$ cat src/rtl/dipsw_mode_ctrl.sv
// rtl/dipsw_mode_ctrl.sv - dip-switch mode word capture with settle, stability window and ack handshake
module dipsw_mode_ctrl #(
  parameter logic [20:0] P_INIT = 21'h142440,
  parameter logic [16:0] P_HOLD = 17'h101D0
) (
  input  logic       SYS_CLK,
  input  logic       SYS_RST,
  input  logic [7:0] FILT_IN,
  input  logic       MODE_ACK,
  input  logic       CHG_CLR,
  output logic [7:0] MODE_OUT,
  output logic       MODE_VALID,
  output logic       MODE_CHG,
  output logic       MODE_REQ,
  output logic       CHG_FLAG
);

  localparam logic [2:0] ST_INIT     = 3'd0;
  localparam logic [2:0] ST_IDLE     = 3'd1;
  localparam logic [2:0] ST_HOLD     = 3'd2;
  localparam logic [2:0] ST_UPDATE   = 3'd3;
  localparam logic [2:0] ST_WAIT_ACK = 3'd4;

  localparam logic [20:0] INIT_LAST = P_INIT - 21'd1;
  localparam logic [20:0] HOLD_LAST = {4'd0, P_HOLD} - 21'd1;

  logic [2:0]  state_q, state_d;
  logic [20:0] cnt_q, cnt_d;
  logic [7:0]  r_in_q;
  logic [7:0]  cand_q, cand_d;
  logic [7:0]  mode_q, mode_d;
  logic        valid_q, valid_d;
  logic        chg_q, chg_d;
  logic        req_q, req_d;
  logic        flag_q, flag_d;

  always_comb begin
    state_d = state_q;
    cnt_d   = cnt_q;
    cand_d  = cand_q;
    mode_d  = mode_q;
    valid_d = valid_q;
    chg_d   = 1'b0;
    req_d   = req_q;
    flag_d  = CHG_CLR ? 1'b0 : flag_q;

    unique case (state_q)
      ST_INIT: begin
        if (cnt_q == INIT_LAST) begin
          mode_d  = r_in_q;
          valid_d = 1'b1;
          cnt_d   = '0;
          state_d = ST_IDLE;
        end else begin
          cnt_d = cnt_q + 21'd1;
        end
      end
      ST_IDLE: begin
        if (r_in_q != mode_q) begin
          cand_d  = r_in_q;
          cnt_d   = '0;
          state_d = ST_HOLD;
        end
      end
      ST_HOLD: begin
        // Returning to the current word is a glitch; any other change restarts the window.
        if (r_in_q == mode_q) begin
          cnt_d   = '0;
          state_d = ST_IDLE;
        end else if (r_in_q != cand_q) begin
          cand_d = r_in_q;
          cnt_d  = '0;
        end else if (cnt_q == HOLD_LAST) begin
          cnt_d   = '0;
          state_d = ST_UPDATE;
        end else begin
          cnt_d = cnt_q + 21'd1;
        end
      end
      ST_UPDATE: begin
        mode_d  = cand_q;
        chg_d   = 1'b1;
        req_d   = 1'b1;
        flag_d  = 1'b1;
        cnt_d   = '0;
        state_d = ST_WAIT_ACK;
      end
      ST_WAIT_ACK: begin
        if (MODE_ACK) begin
          req_d   = 1'b0;
          cnt_d   = '0;
          state_d = ST_IDLE;
        end
      end
      default: begin
        cnt_d   = '0;
        state_d = ST_INIT;
      end
    endcase
  end

  always_ff @(posedge SYS_CLK) begin
    if (SYS_RST) begin
      state_q <= ST_INIT;
      cnt_q   <= '0;
      r_in_q  <= '0;
      cand_q  <= '0;
      mode_q  <= '0;
      valid_q <= 1'b0;
      chg_q   <= 1'b0;
      req_q   <= 1'b0;
      flag_q  <= 1'b0;
    end else begin
      state_q <= state_d;
      cnt_q   <= cnt_d;
      r_in_q  <= FILT_IN;
      cand_q  <= cand_d;
      mode_q  <= mode_d;
      valid_q <= valid_d;
      chg_q   <= chg_d;
      req_q   <= req_d;
      flag_q  <= flag_d;
    end
  end

  assign MODE_OUT   = mode_q;
  assign MODE_VALID = valid_q;
  assign MODE_CHG   = chg_q;
  assign MODE_REQ   = req_q;
  assign CHG_FLAG   = flag_q;

endmodule

$ cat config.mk
export PLATFORM = sky130hd
export DESIGN_NAME = dipsw_mode_ctrl
export DESIGN_NICKNAME = d
export VERILOG_FILES = /design/src/rtl/dipsw_mode_ctrl.sv
export SDC_FILE = /design/constraint.sdc
export NUM_CORES = 1
export LEC_CHECK = 0
export ABC_AREA = 1
export BUFFER_PORTS_ARGS = -buffer_cell sky130_fd_sc_hd__buf_2
export CAP_MARGIN = 20
export CORE_MARGIN = 2
export CORE_UTILIZATION = 50
export CTS_BUF_LIST = sky130_fd_sc_hd__clkbuf_8
export DETAILED_ROUTE_END_ITERATION = 6
export PLACE_DENSITY = 0.67
export SKIP_CTS_REPAIR_TIMING = 1
export SYNTH_ARGS = -nofsm -noshare
export SYNTH_HDL_FRONTEND = slang
export SYNTH_SLANG_ARGS = --single-unit
$ cat constraint.sdc
create_clock -name SYS_CLK -period 2 [get_ports SYS_CLK]
set_input_delay 0.2 -clock SYS_CLK [delete_from_list [all_inputs] [get_ports SYS_CLK]]
set_output_delay 0.2 -clock SYS_CLK [all_outputs]
set_load 0.05 [all_outputs]
After elaboration in Yosys (flattened, before gate mapping). Index checks and enable logic that the tools add are counted.

$add $sub $neg: 1. Reductions and logical operators: 11. Muxes and demuxes: 25. Equal/unequal tests: 16.

Operator list (number): 21-bit two-way mux (6); 21-bit one-hot mux with 4 select lines (1); 8-bit two-way mux (4); 8-bit one-hot mux with 2 select lines (2); 21-bit by 1-bit adder with 21-bit output (second input constant) (1); 21-bit by 17-bit equality test with 1-bit output (second input constant) (1); 21-bit equality test (second input constant) (1); 3-bit two-way mux (6); 8-bit != test (2); 3-bit one-hot mux with 5 select lines (1); 2-bit != test (second input constant) (5); 8-bit equality test (1); 2-bit AND reduction (4); 2-bit nonzero test (4); 3-bit by 2-bit equality test with 1-bit output (second input constant) (2); 3-bit != test (second input constant) (2); 5-bit AND reduction (1); 1-bit two-way mux (4); 4-bit AND reduction (1); 3-bit by 1-bit equality test with 1-bit output (second input constant) (1); 3-bit equality test (second input constant) (1); 3-bit logical NOT (1); 1-bit one-hot mux with 2 select lines (1).

Logic and storage cells: 62. Bits of input ports: 12. Output and inout port bits: 12. Flip-flop bits (word level): 52.

Logic depth before layout (Yosys ltp).
Depth after elaboration: 5. Mapped depth: 13. Depth with buffers taken out: 13.

Worst setup path after synthesis. Ideal clock, no wire load.

Path kind: reg2reg. Start: register mode_q[7] (netlist: MODE_OUT[7]). End: register cand_q[0]. Path buffers: 0. Library setup time: 0.116 ns. Cell stages (with the launch flop): 14. Setup slack: 0.153 ns. Required time: 1.884 ns. Data arrival time: 1.731 ns. Clock period less this slack: 1.847 ns. Path through: dfxtp_1 inv_1 nand2_1 nand2_1 inv_1 nand2_1 nor2_2 nand2_1 o21ai_1 inv_1 nand2_1 inv_2 nor2_1 nor2_1.

Word-level cells in the longest chain between the ends: 3.

Ends and longest elaborated chain: start, declared (RTL line 31) `logic [7:0] mode_q, mode_d;`; start signal, assigned (RTL line 118) `mode_q <= mode_d;`; 8-bit equality test / 8-bit != test (equally long branches) (RTL line 67, 59); 2-bit != test (no line); 4-bit AND reduction (no line) (*); end signal, assigned (RTL line 117) `cand_q <= cand_d;`; end, declared (RTL line 30) `logic [7:0] cand_q, cand_d;`.

Every way passes the cells marked *; elsewhere a longest branch is shown, timed or not. A chain may end at the register's enable or synchronous reset.

Worst setup path after layout.
Start: register cnt_q[1]. End: register cnt_q[1].

Word-level cells in the longest chain between the ends: 5.

Ends and longest elaborated chain: start, declared (RTL line 28) `logic [20:0] cnt_q, cnt_d;`; start signal, assigned (RTL line 115) `cnt_q <= cnt_d;`; 21-bit by 1-bit adder with 21-bit output / 21-bit by 17-bit equality test with 1-bit output (equally long branches) (RTL line 55, 77, 73); 21-bit two-way mux (RTL line 73) `end else if (cnt_q == HOLD_LAST) begin`; 21-bit two-way mux (RTL line 70) `end else if (r_in_q != cand_q) begin`; 21-bit two-way mux (RTL line 67) `if (r_in_q == mode_q) begin`; 21-bit one-hot mux with 4 select lines (*) (RTL line 47) `unique case (state_q)`.

Marks and branches as above.

==> summary.txt <==
Post-synth top area share: 31.4%
Hold Path Depth: 3
Top cells by area, synth: dfxtp_1 (31%), nand2_1 (17%), nor2_1 (9.6%)
Drt initial violations: 197
PD cells: 827 mW/mm2
Commonest non-fill, non-tap cell in the layout: nand2_1
R2R Path Start: cnt_q[1]
CTS tree: yes
Fin. max-slew vios: 0
Setup tns final: 0 ns
Number of max-cap violations: 0
Worst R2R Setup Slack: 0.16 ns
Wirelength per Cell: 12.3 um
Minimum clock period: 1.84 ns
Synthesized cell area: 0.00331 mm2
Initial Utilization: 51.8%
Sequential power share: 42.2%
Startpoint Class: flip-flop
CTS Sinks: 52
Worst r2r path cells: 9
Post-synth top area cell: dfxtp_1
Die X: 85.4 um
Routed WL: 8250 um
Htree depth: 2
Total Nets Final: 607
Pre-Repair DR Iteration Count: 5
Critical path endpoint category: flip-flop
Initial antenna violation count: 0
Relative slew slack: 68.8%
Core Region: 0.00639 mm2
Hold Crit Start: FILT_IN[4]
Synth Instances: 555
Final non-filler cell area: 0.00374 mm2
Crit path kind: flip-flop to flip-flop
Post-synthesis async set-or-reset flop share: 0%
I/O pins: 24
RSZ-0062 raised after global routing: false
Final worst setup slack: 0.159 ns
Crit path DAT: 2.05 ns
CTS max path bufs: 2
Placer Congestion: 0.874
Final design utilization: 58.5%
Min-Delay Endpoint: r_in_q[4]
Number of synthesized register bits: 52
# setup viols final: 0
Area of the multi-input gates: 0.00186 mm2
Clock share of power: 20.5%
NetSw: 1.27 mW
CTS root buf: clkbuf_8
Lkg Pwr: 1.82 nW
DP HPWL: 6090 um
CP max FO: 5
Pint: 1.83 mW
Share of layout cells above drive strength 1: 13.8%
Uppermost routed layer: met4
Ys flop type: dfxtp_1
Met3 wire len: 363 um
Total track usage: 23.7%
Clock skew after layout: 0.00979 ns
Vias/cell: 5.12
Max VDD drop: 0.543 mV
Syn avg cell area: 5.97 um2
Sw Ratio: 40.9%
Chip height: 85.4 um
Antenna Cells: 0
Clk_lat worst skew: 0.31 ns
Final Hold Fails: 0
Final Cycle Share: 92.1%
CTS buffer count: 5
Via count: 3,443
Distinct cells, synth: 30
Pin count of the biggest net entering global routing: 38
Non-filler cells, final: 672
Synth-to-Final Area Change: 12.9%
Reg clk slew, reported paths: 0.09 ns
Slew @ Worst Pin: 0.464 ns
Reg area: 0.00104 mm2
Met2 WL: 4130 um
Placed standard-cell area: 0.00363 mm2
Overflow after GRT: 0
ANT nets after route: 0
Pwr Total: 3.09 mW
Routed met1 length: 3620 um
Combinational share of power: 37.3%
First-pass GRT wire length: 14,100 um
Cell Rows: 29
Vias in the first global route: 3,239
Hold slack final: 0.0877 ns
Status: complete, no violations
Pre-CTS WS: 0.155 ns
Mapped Nets: 568
Die area: 0.00729 mm2
Post-synth EDFFs: 0
Fmax: 543 MHz
Reg2Reg Capture Point: cnt_q[1]
Classification of the worst-slack hold path: input pin to flip-flop
Residual DRC: 0
Commonest non-fill, non-tap cells in the layout: nand2_1 (152), nor2_1 (85), inv_1 (84), nand3_1 (53), dfxtp_1 (52)
Post-synthesis sequential area ratio: 31.4%
Fillers: 633
Critical Path RT: 2.21 ns
Placed instance count: 664
Number of I/O port buffers: 23
Syn. warnings: 0
-- how the worst max path moves through the flow --
stage | from | slack (ns) | to | depth (start not counted)
finish | cnt_q[1] | 0.16 | cnt_q[1] | 9
detailed placement | cnt_q[1] | 0.15 | MODE_OUT[7] | 8
global route | cnt_q[1] | 0.02 | cnt_q[20] | 10
global placement | cnt_q[15] | 0.17 | MODE_OUT[6] | 8
CTS | cnt_q[1] | 0.12 | MODE_OUT[7] | 8
floorplan | MODE_OUT[7] | 0.15 | cand_q[0] | 13
-- worst max-delay path: stages, from the launching register on --
cell and delay [ns]:
dfxtp_1 0.39, ha_1 0.24, nand3_2 0.10, buf_4 0.17, nor4_1 0.16, nand4_1 0.33
nand3_1 0.17, nand3_1 0.09, nand2_1 0.06, inv_1 0.04
-- layout make-up --
class	instances	share of cell area [%]
Sequential cell	52	27.8
Timing Repair Buffer	47	7.90
Tap cell	77	2.58
Inverter	93	9.34
Multi-Input combinational cell	395	49.8
Clock inverter	2	0.301
Clock buffer	6	2.21
-- cells by family (layout without fill, tap and decap cells) --
kind of cell / after synthesis / count (layout) / synth area share (%)
AO/OA/AOI/OAI: 40 / 40 / 6.73
XOR/XNOR: 16 / 16 / 4.23
adder cells (fa/ha/maj): 1 / 1 / 0.378
buffers and inverters: 108 / 148 / 12.7
flip-flops: 52 / 52 / 31.4
AND/OR/NAND/NOR: 338 / 338 / 44.5
-- synthesized netlist by cell type, types with 4 or more instances --
| cell | instances |
|---|---|
| a21oi_1 | 9 |
| a21oi_2 | 4 |
| buf_2 | 4 |
| clkbuf_1 | 8 |
| dfxtp_1 | 52 |
| inv_1 | 83 |
| inv_2 | 9 |
| nand2_1 | 153 |
| nand3_1 | 54 |
| nand4_1 | 24 |
| nor2_1 | 85 |
| nor3_1 | 7 |
| o21ai_0 | 19 |
| o21ai_1 | 6 |
| xnor2_1 | 7 |
| xor2_1 | 9 |
-- metal layers --
metal  GRT usage, %  vias up
met5              0        -
met4           9.24        0
met3           3.70       15
met2           43.5       86
met1           27.3     1530
li1               -     1812
-- state kept, by name (all words and copies together), names as in the netlist --
signal,cells
cand_q,8
state_q,3
r_in_q,8
MODE_CHG,1
MODE_VALID,1
CHG_FLAG,1
MODE_OUT,8
MODE_REQ,1
cnt_q,21
-- power groups by stage --
stage / sequential (mW) / combinational (mW) / clock [mW]
after floorplan: 1.38 / 0.776 / 0
after global placement: 1.32 / 1.12 / 0
after detailed placement: 1.33 / 1.14 / 0
after CTS: 1.30 / 1.15 / 0.662
after global routing: 1.33 / 1.30 / 0.702
final: 1.31 / 1.15 / 0.632
Note: power is estimated with default switching activity, not from simulation.
